$ cat config.mk
export PLATFORM = sky130hd
export DESIGN_NAME = mem_port_arbiter_flat
export DESIGN_NICKNAME = d
export VERILOG_FILES = /design/src/rtl/mem_port_arbiter_pkg.sv /design/src/rtl/mem_port_arbiter_if.sv /design/src/rtl/mem_port_arbiter_wdog.sv /design/src/rtl/mem_port_arbiter.sv /design/src/flat_wrapper.sv
export SDC_FILE = /design/constraint.sdc
export NUM_CORES = 1
export LEC_CHECK = 0
export BUFFER_PORTS_ARGS = -buffer_cell sky130_fd_sc_hd__buf_2
export CAP_MARGIN = 10
export CORE_UTILIZATION = 35
export CTS_BUF_LIST = sky130_fd_sc_hd__clkbuf_8
export CTS_CLUSTER_DIAMETER = 150
export DETAILED_ROUTE_END_ITERATION = 16
export PLACE_DENSITY_LB_ADDON = 0.1
export SLEW_MARGIN = 20
export SYNTH_ARGS = -nofsm -noshare
export SYNTH_HDL_FRONTEND = slang
export SYNTH_HIERARCHICAL = 1
export SYNTH_SLANG_ARGS = --single-unit
$ cat constraint.sdc
create_clock -name clk -period 3.8 [get_ports clk]
set_input_delay 0.57 -clock clk [delete_from_list [all_inputs] [get_ports clk]]
set_output_delay 0.57 -clock clk [all_outputs]
set_load 0.02 [all_outputs]
$ cat src/rtl/mem_port_arbiter_pkg.sv
// Shared types and helpers for the unified-memory port arbiter.
package mem_port_arbiter_pkg;

   typedef enum logic [1:0] {
      IDLE = 2'd0,
      BUSY = 2'd1,
      DONE = 2'd2
   } arb_state_t;

   typedef enum logic {
      GNT_IF = 1'b0,
      GNT_D  = 1'b1
   } arb_gnt_t;

   // Counter width able to hold 0..n; never narrower than one bit.
   function automatic int cnt_width(input int n);
      if (n > 0) begin
         return $clog2(n + 1);
      end else begin
         return 1;
      end
   endfunction

endpackage

$ cat src/rtl/mem_port_arbiter_if.sv
// Single-ported memory bus between the arbiter (master) and the memory (slave).
interface mem_port_arbiter_if #(
   parameter int AW = 32,
   parameter int DW = 32
) ();

   logic          mem_req;
   logic          mem_we;
   logic [AW-1:0] mem_addr;
   logic [DW-1:0] mem_wdata;
   logic [DW-1:0] mem_rdata;
   logic          mem_rdy;

   modport master (
      output mem_req, mem_we, mem_addr, mem_wdata,
      input  mem_rdata, mem_rdy
   );

   modport slave (
      input  mem_req, mem_we, mem_addr, mem_wdata,
      output mem_rdata, mem_rdy
   );

endinterface

$ cat src/rtl/mem_port_arbiter_wdog.sv
// Watchdog counter: cleared at the start of an access, counts enabled cycles,
// flags the last permitted cycle. TIMEOUT = 0 disables it.
module mem_arb_wdog
   import mem_port_arbiter_pkg::*;
#(
   parameter int TIMEOUT = 16
) (
   input  logic clk,
   input  logic reset,
   input  logic clr,
   input  logic en,
   output logic expired
);

   localparam int            CW   = cnt_width(TIMEOUT);
   localparam logic [CW-1:0] LAST = CW'((TIMEOUT > 0) ? (TIMEOUT - 1) : 0);
   localparam logic [CW-1:0] CMAX = {CW{1'b1}};

   logic [CW-1:0] wd_cnt_r;

   // Cycle counter for the current access, saturating so it can never wrap.
   always_ff @(posedge clk) begin
      if (!reset) begin
         wd_cnt_r <= {CW{1'b0}};
      end else if (clr) begin
         wd_cnt_r <= {CW{1'b0}};
      end else if (en && (wd_cnt_r != CMAX)) begin
         wd_cnt_r <= wd_cnt_r + CW'(1);
      end
   end

   // Expiry decode: true during the final cycle the memory is allowed.
   always_comb begin
      if ((TIMEOUT > 0) && (wd_cnt_r == LAST)) begin
         expired = 1'b1;
      end else begin
         expired = 1'b0;
      end
   end

endmodule

$ cat src/rtl/mem_port_arbiter.sv
// Arbitrates one single-ported memory between the fetch and load/store
// requesters, serialising accesses and producing pipeline stall signals.
module mem_port_arbiter
   import mem_port_arbiter_pkg::*;
#(
   parameter int AW         = 32,
   parameter int DW         = 32,
   parameter int STARVE_LIM = 4,
   parameter int TIMEOUT    = 16
) (
   input  logic               clk,
   input  logic               reset,
   input  logic               if_req,
   input  logic [AW-1:0]      if_addr,
   output logic [DW-1:0]      if_rdata,
   output logic               if_done,
   input  logic               d_req,
   input  logic               d_we,
   input  logic [AW-1:0]      d_addr,
   input  logic [DW-1:0]      d_wdata,
   output logic [DW-1:0]      d_rdata,
   output logic               d_done,
   mem_port_arbiter_if.master mem,
   output logic               StallF,
   output logic               StallM,
   output logic               bus_err
);

   localparam int            SW         = cnt_width(STARVE_LIM);
   localparam logic [SW-1:0] STARVE_MAX = SW'(STARVE_LIM);

   arb_state_t    state_r, state_s;
   arb_gnt_t      gnt_r, gnt_sel_s;
   logic [SW-1:0] starve_cnt_r;
   logic          req_any_s, promote_s, expired_s;
   logic          grant_s, busy_s, complete_s, err_s;
   logic          mem_req_r, mem_we_r;
   logic [AW-1:0] mem_addr_r;
   logic [DW-1:0] mem_wdata_r, if_rdata_r, d_rdata_r;
   logic          if_done_r, d_done_r, bus_err_r;

   // Grant selection: data wins unless fetch has been passed over too often.
   always_comb begin
      req_any_s = if_req | d_req;
      promote_s = (STARVE_LIM > 0) && if_req && (starve_cnt_r == STARVE_MAX);
      if (d_req && !promote_s) begin
         gnt_sel_s = GNT_D;
      end else begin
         gnt_sel_s = GNT_IF;
      end
   end

   // FSM state register.
   always_ff @(posedge clk) begin
      if (!reset) begin
         state_r <= IDLE;
      end else begin
         state_r <= state_s;
      end
   end

   // FSM next-state logic.
   always_comb begin
      state_s = state_r;
      case (state_r)
         IDLE: begin
            if (req_any_s) begin
               state_s = BUSY;
            end else begin
               state_s = IDLE;
            end
         end
         BUSY: begin
            if (mem.mem_rdy || expired_s) begin
               state_s = DONE;
            end else begin
               state_s = BUSY;
            end
         end
         DONE:    state_s = IDLE;
         default: state_s = IDLE;
      endcase
   end

   // FSM output decode; memory readiness only matters while BUSY.
   always_comb begin
      grant_s    = 1'b0;
      busy_s     = 1'b0;
      complete_s = 1'b0;
      err_s      = 1'b0;
      case (state_r)
         IDLE: grant_s = req_any_s;
         BUSY: begin
            busy_s     = 1'b1;
            complete_s = mem.mem_rdy | expired_s;
            err_s      = expired_s & ~mem.mem_rdy;
         end
         DONE: begin
            grant_s = 1'b0;
         end
         default: begin
            grant_s = 1'b0;
         end
      endcase
   end

   mem_arb_wdog #(
      .TIMEOUT (TIMEOUT)
   ) u_wdog (
      .clk     (clk),
      .reset   (reset),
      .clr     (grant_s),
      .en      (busy_s),
      .expired (expired_s)
   );

   // Starvation counter: data grants taken while fetch was waiting.
   always_ff @(posedge clk) begin
      if (!reset) begin
         starve_cnt_r <= {SW{1'b0}};
      end else if (grant_s) begin
         if (gnt_sel_s == GNT_IF) begin
            starve_cnt_r <= {SW{1'b0}};
         end else if (if_req && (starve_cnt_r != STARVE_MAX)) begin
            starve_cnt_r <= starve_cnt_r + SW'(1);
         end
      end else if ((state_r == IDLE) && !if_req) begin
         starve_cnt_r <= {SW{1'b0}};
      end
   end

   // Memory bus and completion registers; fields latched at grant stay stable.
   always_ff @(posedge clk) begin
      if (!reset) begin
         gnt_r       <= GNT_IF;
         mem_req_r   <= 1'b0;
         mem_we_r    <= 1'b0;
         mem_addr_r  <= {AW{1'b0}};
         mem_wdata_r <= {DW{1'b0}};
         if_rdata_r  <= {DW{1'b0}};
         d_rdata_r   <= {DW{1'b0}};
         if_done_r   <= 1'b0;
         d_done_r    <= 1'b0;
         bus_err_r   <= 1'b0;
      end else begin
         if (grant_s) begin
            gnt_r     <= gnt_sel_s;
            mem_req_r <= 1'b1;
            if (gnt_sel_s == GNT_D) begin
               mem_we_r    <= d_we;
               mem_addr_r  <= d_addr;
               mem_wdata_r <= d_wdata;
            end else begin
               mem_we_r    <= 1'b0;
               mem_addr_r  <= if_addr;
               mem_wdata_r <= {DW{1'b0}};
            end
         end else if (complete_s) begin
            mem_req_r <= 1'b0;
            mem_we_r  <= 1'b0;
         end
         if (complete_s && (gnt_r == GNT_IF)) begin
            if_rdata_r <= err_s ? {DW{1'b0}} : mem.mem_rdata;
         end
         if (complete_s && (gnt_r == GNT_D)) begin
            if (err_s) begin
               d_rdata_r <= {DW{1'b0}};
            end else if (!mem_we_r) begin
               d_rdata_r <= mem.mem_rdata;
            end
         end
         if_done_r <= complete_s && (gnt_r == GNT_IF);
         d_done_r  <= complete_s && (gnt_r == GNT_D);
         bus_err_r <= err_s;
      end
   end

   assign mem.mem_req   = mem_req_r;
   assign mem.mem_we    = mem_we_r;
   assign mem.mem_addr  = mem_addr_r;
   assign mem.mem_wdata = mem_wdata_r;
   assign if_rdata      = if_rdata_r;
   assign d_rdata       = d_rdata_r;
   assign if_done       = if_done_r;
   assign d_done        = d_done_r;
   assign bus_err       = bus_err_r;
   assign StallF        = reset & if_req & ~if_done_r;
   assign StallM        = reset & d_req & ~d_done_r;

endmodule

$ cat src/flat_wrapper.sv
// flat-port wrapper written by rule: the top's interface ports become plain ports
module mem_port_arbiter_flat import mem_port_arbiter_pkg::*;
#(
   parameter int AW         = 32,
   parameter int DW         = 32,
   parameter int STARVE_LIM = 4,
   parameter int TIMEOUT    = 16
)
  (clk, reset, if_req, if_addr, if_rdata, if_done, d_req, d_we, d_addr, d_wdata, d_rdata, d_done, StallF, StallM, bus_err, mem_mem_req, mem_mem_we, mem_mem_addr, mem_mem_wdata, mem_mem_rdata, mem_mem_rdy);
  mem_port_arbiter_if #(.AW(AW), .DW(DW)) mem_i ();
  input  logic clk;
  input  logic reset;
  input  logic if_req;
  input  logic [AW-1:0] if_addr;
  output logic [DW-1:0] if_rdata;
  output logic if_done;
  input  logic d_req;
  input  logic d_we;
  input  logic [AW-1:0] d_addr;
  input  logic [DW-1:0] d_wdata;
  output logic [DW-1:0] d_rdata;
  output logic d_done;
  output logic StallF;
  output logic StallM;
  output logic bus_err;
  output wire logic [$bits(mem_i.mem_req)-1:0] mem_mem_req;
  output wire logic [$bits(mem_i.mem_we)-1:0] mem_mem_we;
  output wire logic [$bits(mem_i.mem_addr)-1:0] mem_mem_addr;
  output wire logic [$bits(mem_i.mem_wdata)-1:0] mem_mem_wdata;
  input wire logic [$bits(mem_i.mem_rdata)-1:0] mem_mem_rdata;
  input wire logic [$bits(mem_i.mem_rdy)-1:0] mem_mem_rdy;
  assign mem_mem_req = mem_i.mem_req;
  assign mem_mem_we = mem_i.mem_we;
  assign mem_mem_addr = mem_i.mem_addr;
  assign mem_mem_wdata = mem_i.mem_wdata;
  assign mem_i.mem_rdata = mem_mem_rdata;
  assign mem_i.mem_rdy = mem_mem_rdy;
  mem_port_arbiter #(.AW(AW), .DW(DW), .STARVE_LIM(STARVE_LIM), .TIMEOUT(TIMEOUT)) u_core (.clk(clk), .reset(reset), .if_req(if_req), .if_addr(if_addr), .if_rdata(if_rdata), .if_done(if_done), .d_req(d_req), .d_we(d_we), .d_addr(d_addr), .d_wdata(d_wdata), .d_rdata(d_rdata), .d_done(d_done), .mem(mem_i), .StallF(StallF), .StallM(StallM), .bus_err(bus_err));
endmodule
-- After elaboration in Yosys (flattened, before gate mapping)
Cells that the tools add are included.
- logic and storage cells: 72
- bits of input ports: 134
- register bits: 144
- multiplexer cells: 22
- $add $sub $neg: 2
- eq/ne operators: 7
- bitwise logic cells: 12
- reduce and logical (&&, ||, !) cells: 16
- operators by type and width (operator ; count):
    $mux 32 ; 5
    $mux 3 ; 4
    $mux 1 ; 11
    $logic_and 1x1->1 ; 7
    $ne 3x3->1 const B ; 2
    $add 5x1->5 const B ; 1
    $and 1x1->1 ; 5
    $eq 5x4->1 const B ; 1
    $ne 5x5->1 const B ; 1
    $not 1->1 ; 5
    $pmux 2 s2 ; 1
    $reduce_and 2->1 ; 2
    $reduce_bool 2->1 ; 2
    $add 3x1->3 const B ; 1
    $eq 3x3->1 const B ; 1
    $eq 2x1->1 const B ; 1
    $logic_not 1->1 ; 2
    $logic_not 2->1 ; 1
    $mux 2 ; 1
    $ne 2x1->1 const B ; 1
    $or 1x1->1 ; 2
    $reduce_or 2->1 ; 1
    $logic_or 1x1->1 ; 1

-- Longest topological paths before layout
- depth after elaboration: 7
- gate-level depth with buffers: 9

-- Modules after synthesis
The synthesis kept the hierarchy.
- by module, submodules not included (module ; cells each ; area each (um2) ; times used):
    mem_port_arbiter ; 593 ; 5680.4 ; 1
    mem_arb_wdog ; 27 ; 254.0 ; 1

-- Least setup slack after synthesis
No wires, ideal clock.
- path type: input port to output port
- from: input reset
- to: output StallF
- slack: 1.857 ns
- buffers on the path: 2
- arrival: 1.373 ns
- required time: 3.230 ns
- cell stages on the path: 4
- cells stage by stage: clkbuf_1 > clkbuf_1 > nand2_1 > nor2_1
- cells in the longest elaborated chain, start to end: 2
- ends and longest elaborated chain (what ; RTL line ; text):
    from (decl) ; flat_wrapper.sv:12 ; input logic reset;
    $and 1x1->1 (2 in a row) ; mem_port_arbiter.sv:187 ; assign StallF = reset & if_req & ~if_done_r;
    to (decl) ; flat_wrapper.sv:23 ; output logic StallF;
Every way passes these cells.

-- Worst setup path in the final report
- from: register u_core.u_wdog.wd_cnt_r[0]
- to: register u_core.d_rdata_r[22], in the netlist u_core/d_rdata[22]
- cells in the longest elaborated chain, start to end: 6
- ends and longest elaborated chain (what ; RTL line ; text):
    from (decl) ; mem_port_arbiter_wdog.sv:19 ; logic [CW-1:0] wd_cnt_r;
    from (signal assigned) ; mem_port_arbiter_wdog.sv:24 ; wd_cnt_r <= {CW{1'b0}};
    from (signal assigned) ; mem_port_arbiter_wdog.sv:26 ; wd_cnt_r <= {CW{1'b0}};
    from (signal assigned) ; mem_port_arbiter_wdog.sv:28 ; wd_cnt_r <= wd_cnt_r + CW'(1);
    $eq 5x4->1 * ; mem_port_arbiter_wdog.sv:34 ; if ((TIMEOUT > 0) && (wd_cnt_r == LAST)) begin
    $mux 1 * ; mem_port_arbiter_wdog.sv:34 ;
    via u_core.expired_s ; mem_port_arbiter.sv:35 ; logic req_any_s, promote_s, expired_s;
    $and 1x1->1 or $or 1x1->1 (tied branches) ; mem_port_arbiter.sv:96, mem_port_arbiter.sv:95 ;
    $mux 1 ; mem_port_arbiter.sv:91 ; case (state_r)
    $ne 2x1->1 (no line) or $logic_and 1x1->1 (tied branches) ; n/a ;
    $reduce_and 2->1 (no line) ; n/a ;
    to (signal assigned) ; mem_port_arbiter.sv:141 ; d_rdata_r <= {DW{1'b0}};
    to (signal assigned) ; mem_port_arbiter.sv:167 ; d_rdata_r <= {DW{1'b0}};
    to (signal assigned) ; mem_port_arbiter.sv:169 ; d_rdata_r <= mem.mem_rdata;
    to (decl) ; mem_port_arbiter.sv:39 ; logic [DW-1:0] mem_wdata_r, if_rdata_r, d_rdata_r;
The timed path passes the listed nets; every way through them passes the cells marked *.
A chain may end at the register's enable or synchronous reset.

==> run summary <==
final setup fails: 0
Clock Path Buffers: 2
count leader, synth: dfxtp_1
largest cells by area after synthesis: dfxtp_1 (49%), nor2b_1 (14%), mux2i_1 (11%), a21oi_1 (5.9%), a22oi_1 (4.0%)
FF-to-FF End: u_core/d_rdata[22]$_SDFFE_PN0P_
final hold vios: 0
worst hold endpoint: u_core/mem.mem_addr[9]$_SDFFE_PN0P_
final instance area: 7770 um^2
clock sink total: 144
I/O pins: 269
Worst VDD drop: 0.000249 V
DP Cell Count: 1064
Worst Skew: 0.0121 ns
Post-CTS Setup Inserts: 0
Pleak: 3.69 nW
global-route usage over all layers: 18.6%
Post-synth top cells: dfxtp_1 (144), nor2b_1 (133), a21oi_1 (70)
unrepaired setup endpoints after global routing: no
starting density of the core: 35.8%
min cycle time layout: 2.26 ns
Rel. slew slack: 46.0%
Synth Area in Compound Gates: 13.8%
Die Y: 132 um
Yosys top cell area share: 48.6%
arrival time at the worst endpoint: 2.59 ns
worst reg-to-reg setup slack: 1.54 ns
via density per instance: 4.73
filler cell count: 1683
cell area after synthesis: 5930 um^2
total gr overflow: 0
largest net degree at the start of global routing: 83
die area: 17500 um^2
Layout area overhead: 31.0%
pwr dens: 467 nW/um^2
Die W: 132 um
Root Buffer: clkbuf_8
largest family of logic cells by synthesized area: simple AND/OR/NAND/NOR gates
share of cells above drive strength 1: 35.7%
synthesized area per cell: 9.57 um^2
Post-Synth Adder-Cell Area: 1.05%
Detailed Place HPWL: 11100 um
CTS tree: built
XOR/XNOR share of the synthesized area: 0.295%
Post-Synthesis Net Count: 759
r2r worst-path depth: 7
CTS resizes: 0
cell taking the most area after synthesis: dfxtp_1
CTS Hold Bufs: 0
routed via count: 5193
ys async rst share: 0%
Critical Path RT: 4.13 ns
Critical Path Fanout Max: 33
ANT nets after route: 0
1st-iter DRT viols: 220
status: finished, final reports clean
Port Buffers: 268
CTS Buf Count: 17
Worst Hold Depth: 3
gp weighted congestion: 0.782
Max Freq: 443 MHz
first drt pass iteration count: 4
setup TNS: 0 ns
synth unique cells: 39
DRT Wirelength: 16400 um
Final #Nets: 1002
Worst setup SP type: flop
initial antenna violation count: 2
drc violations: 0
post-DR wirelength/cell: 14.9 um
final cell count without fillers: 1098
Slew @ Worst Pin: 0.810 ns
hold_sp: if_addr[9]
Cell Area, Placed: 7300 um^2
register area share after synthesis: 48.6%
top_reg_cell synth: dfxtp_1
number of synthesized flops with an enable pin: 0
#FFs+latches synth: 144
kind of critical path: reg -> reg
Yosys warning count: 6
H-tree depth: 4
core area: 16600 um^2
reg2reg start: u_core/u_wdog/wd_cnt_r[0]$_SDFFE_PP0P_
fin crit share: 59.4%
Mapped Cells: 620
Clock Latency Late Sink: 0.45 ns
CTS clock-pin slew for the worst setup and hold paths: 0.09 ns
first-pass GRT wire length: 26000 um
num rows: 47
max-cap viol count: 0
endpoint class of the critical path: flop
number of global-route vias before repair: 5182
simple-gate share of the synthesized area: 20.2%
Worst Hold Class: in -> reg
Final Max Tran Viols: 0
multiplexer share of the synthesized area: 10.8%
-- per-layer routing --
metal	vias to the layer above	share of wire (%)	GRT usage, %
met5	-	0	0
met4	0	1.6	6.39
met3	20	7.8	6.81
met2	207	46	29.6
met1	2378	45	23.1
li1	2588	-	-
-- cell usage in the layout (no fill, tap or decap), types with 2 or more instances in the layout --
cell        netlist  routed
nand3_1           4       4
clkinvlp_4        0       2
inv_1             4       6
and2_1            5       4
o21ai_0          34      34
nand2_1          41      40
nand4_1           3       3
nand2b_1          3       3
a21oi_1          70      70
diode_2           0       2
clkbuf_8          0      18
buf_4             5       5
and3_1            3       2
o21ai_1           2       2
inv_6             0       3
mux2i_1          64      64
bufinv_16         0       5
a22oi_1          32      32
buf_2            13     267
nor2b_1         133     133
nand3b_1          2       2
nor2_1            7       7
dfxtp_1         144     144
ha_1              5       5
-- report_power, final --
part	total [mW]	internal, mW	leakage, nW	switching, mW
Clock	1.40	0.800	0.233	0.597
Combinational	0.585	0.229	2.28	0.356
Sequential	1.64	1.60	1.18	0.0468
Total	3.63	2.63	3.69	1.00
-- registers in the layout, indices dropped and copies added (netlist names) --
register,cells
u_core/d_done,1
u_core/gnt_r,1
u_core/mem.mem_we,1
u_core/if_done,1
u_core/state_r,2
u_core/if_rdata,32
u_core/u_wdog/wd_cnt_r,5
u_core/mem.mem_req,1
u_core/mem.mem_wdata,32
u_core/d_rdata,32
u_core/starve_cnt_r,3
u_core/mem.mem_addr,32
u_core/bus_err,1
-- how the worst max path moves through the flow --
stage	start	end	depth (start not counted)
after floorplan	reset	StallF	4
after global routing	u_core/u_wdog/wd_cnt_r[0]$_SDFFE_PP0P_	u_core/d_rdata[10]$_SDFFE_PN0P_	7
after detailed placement	u_core/u_wdog/wd_cnt_r[0]$_SDFFE_PP0P_	u_core/d_rdata[8]$_SDFFE_PN0P_	7
after CTS	u_core/u_wdog/wd_cnt_r[0]$_SDFFE_PP0P_	u_core/d_rdata[8]$_SDFFE_PN0P_	7
after global placement	u_core/u_wdog/wd_cnt_r[0]$_SDFFE_PP0P_	u_core/d_rdata[19]$_SDFFE_PN0P_	7
final	u_core/u_wdog/wd_cnt_r[0]$_SDFFE_PP0P_	u_core/d_rdata[22]$_SDFFE_PN0P_	7
-- critical path, stage by stage, from the launching register on --
cell,delay (ns)
dfxtp_1,0.37
ha_1,0.17
and3_1,0.19
ha_1,0.20
and4bb_2,0.77
nor2b_1,0.16
mux2i_1,0.19
nor2b_1,0.07
-- cell type report --
class | instances | area, um^2 | area share (%)
clock buffers | 18 | 248 | 3.19
clock inverters | 14 | 213 | 2.74
multi-input cells | 423 | 2760 | 35.5
diodes | 2 | 5.00 | 0.0644
well taps | 220 | 275 | 3.54
flip-flops and latches | 144 | 2880 | 37.1
inverters | 5 | 18.8 | 0.241
repair buffers | 272 | 1370 | 17.7
-- cell families (layout without fill, tap and decap cells) --
logic type | count (synthesis) | after routing
compound gates | 144 | 144
xor+xnor | 2 | 2
fa+ha+maj | 5 | 5
buf+inv | 53 | 309
flops | 144 | 144
mux | 64 | 64
other cells | 0 | 2
simple gates | 208 | 208
-- metrics by stage --
step / hold slack (ns) / total power [mW] / util, % / setup WS [ns]
3_5_place_dp: 0.470 / 2.27 / 44.0 / 1.25
4_1_cts: 0.317 / 3.68 / 46.8 / 1.23
2_1_floorplan: 0.436 / 2.06 / - / 1.86
5_1_grt: 0.327 / 3.81 / 46.9 / 1.34
3_3_place_gp: 0.463 / 2.25 / 44.0 / 1.35
6_report: 0.353 / 3.63 / 46.9 / 1.54
(Power assumes the default switching activity.)
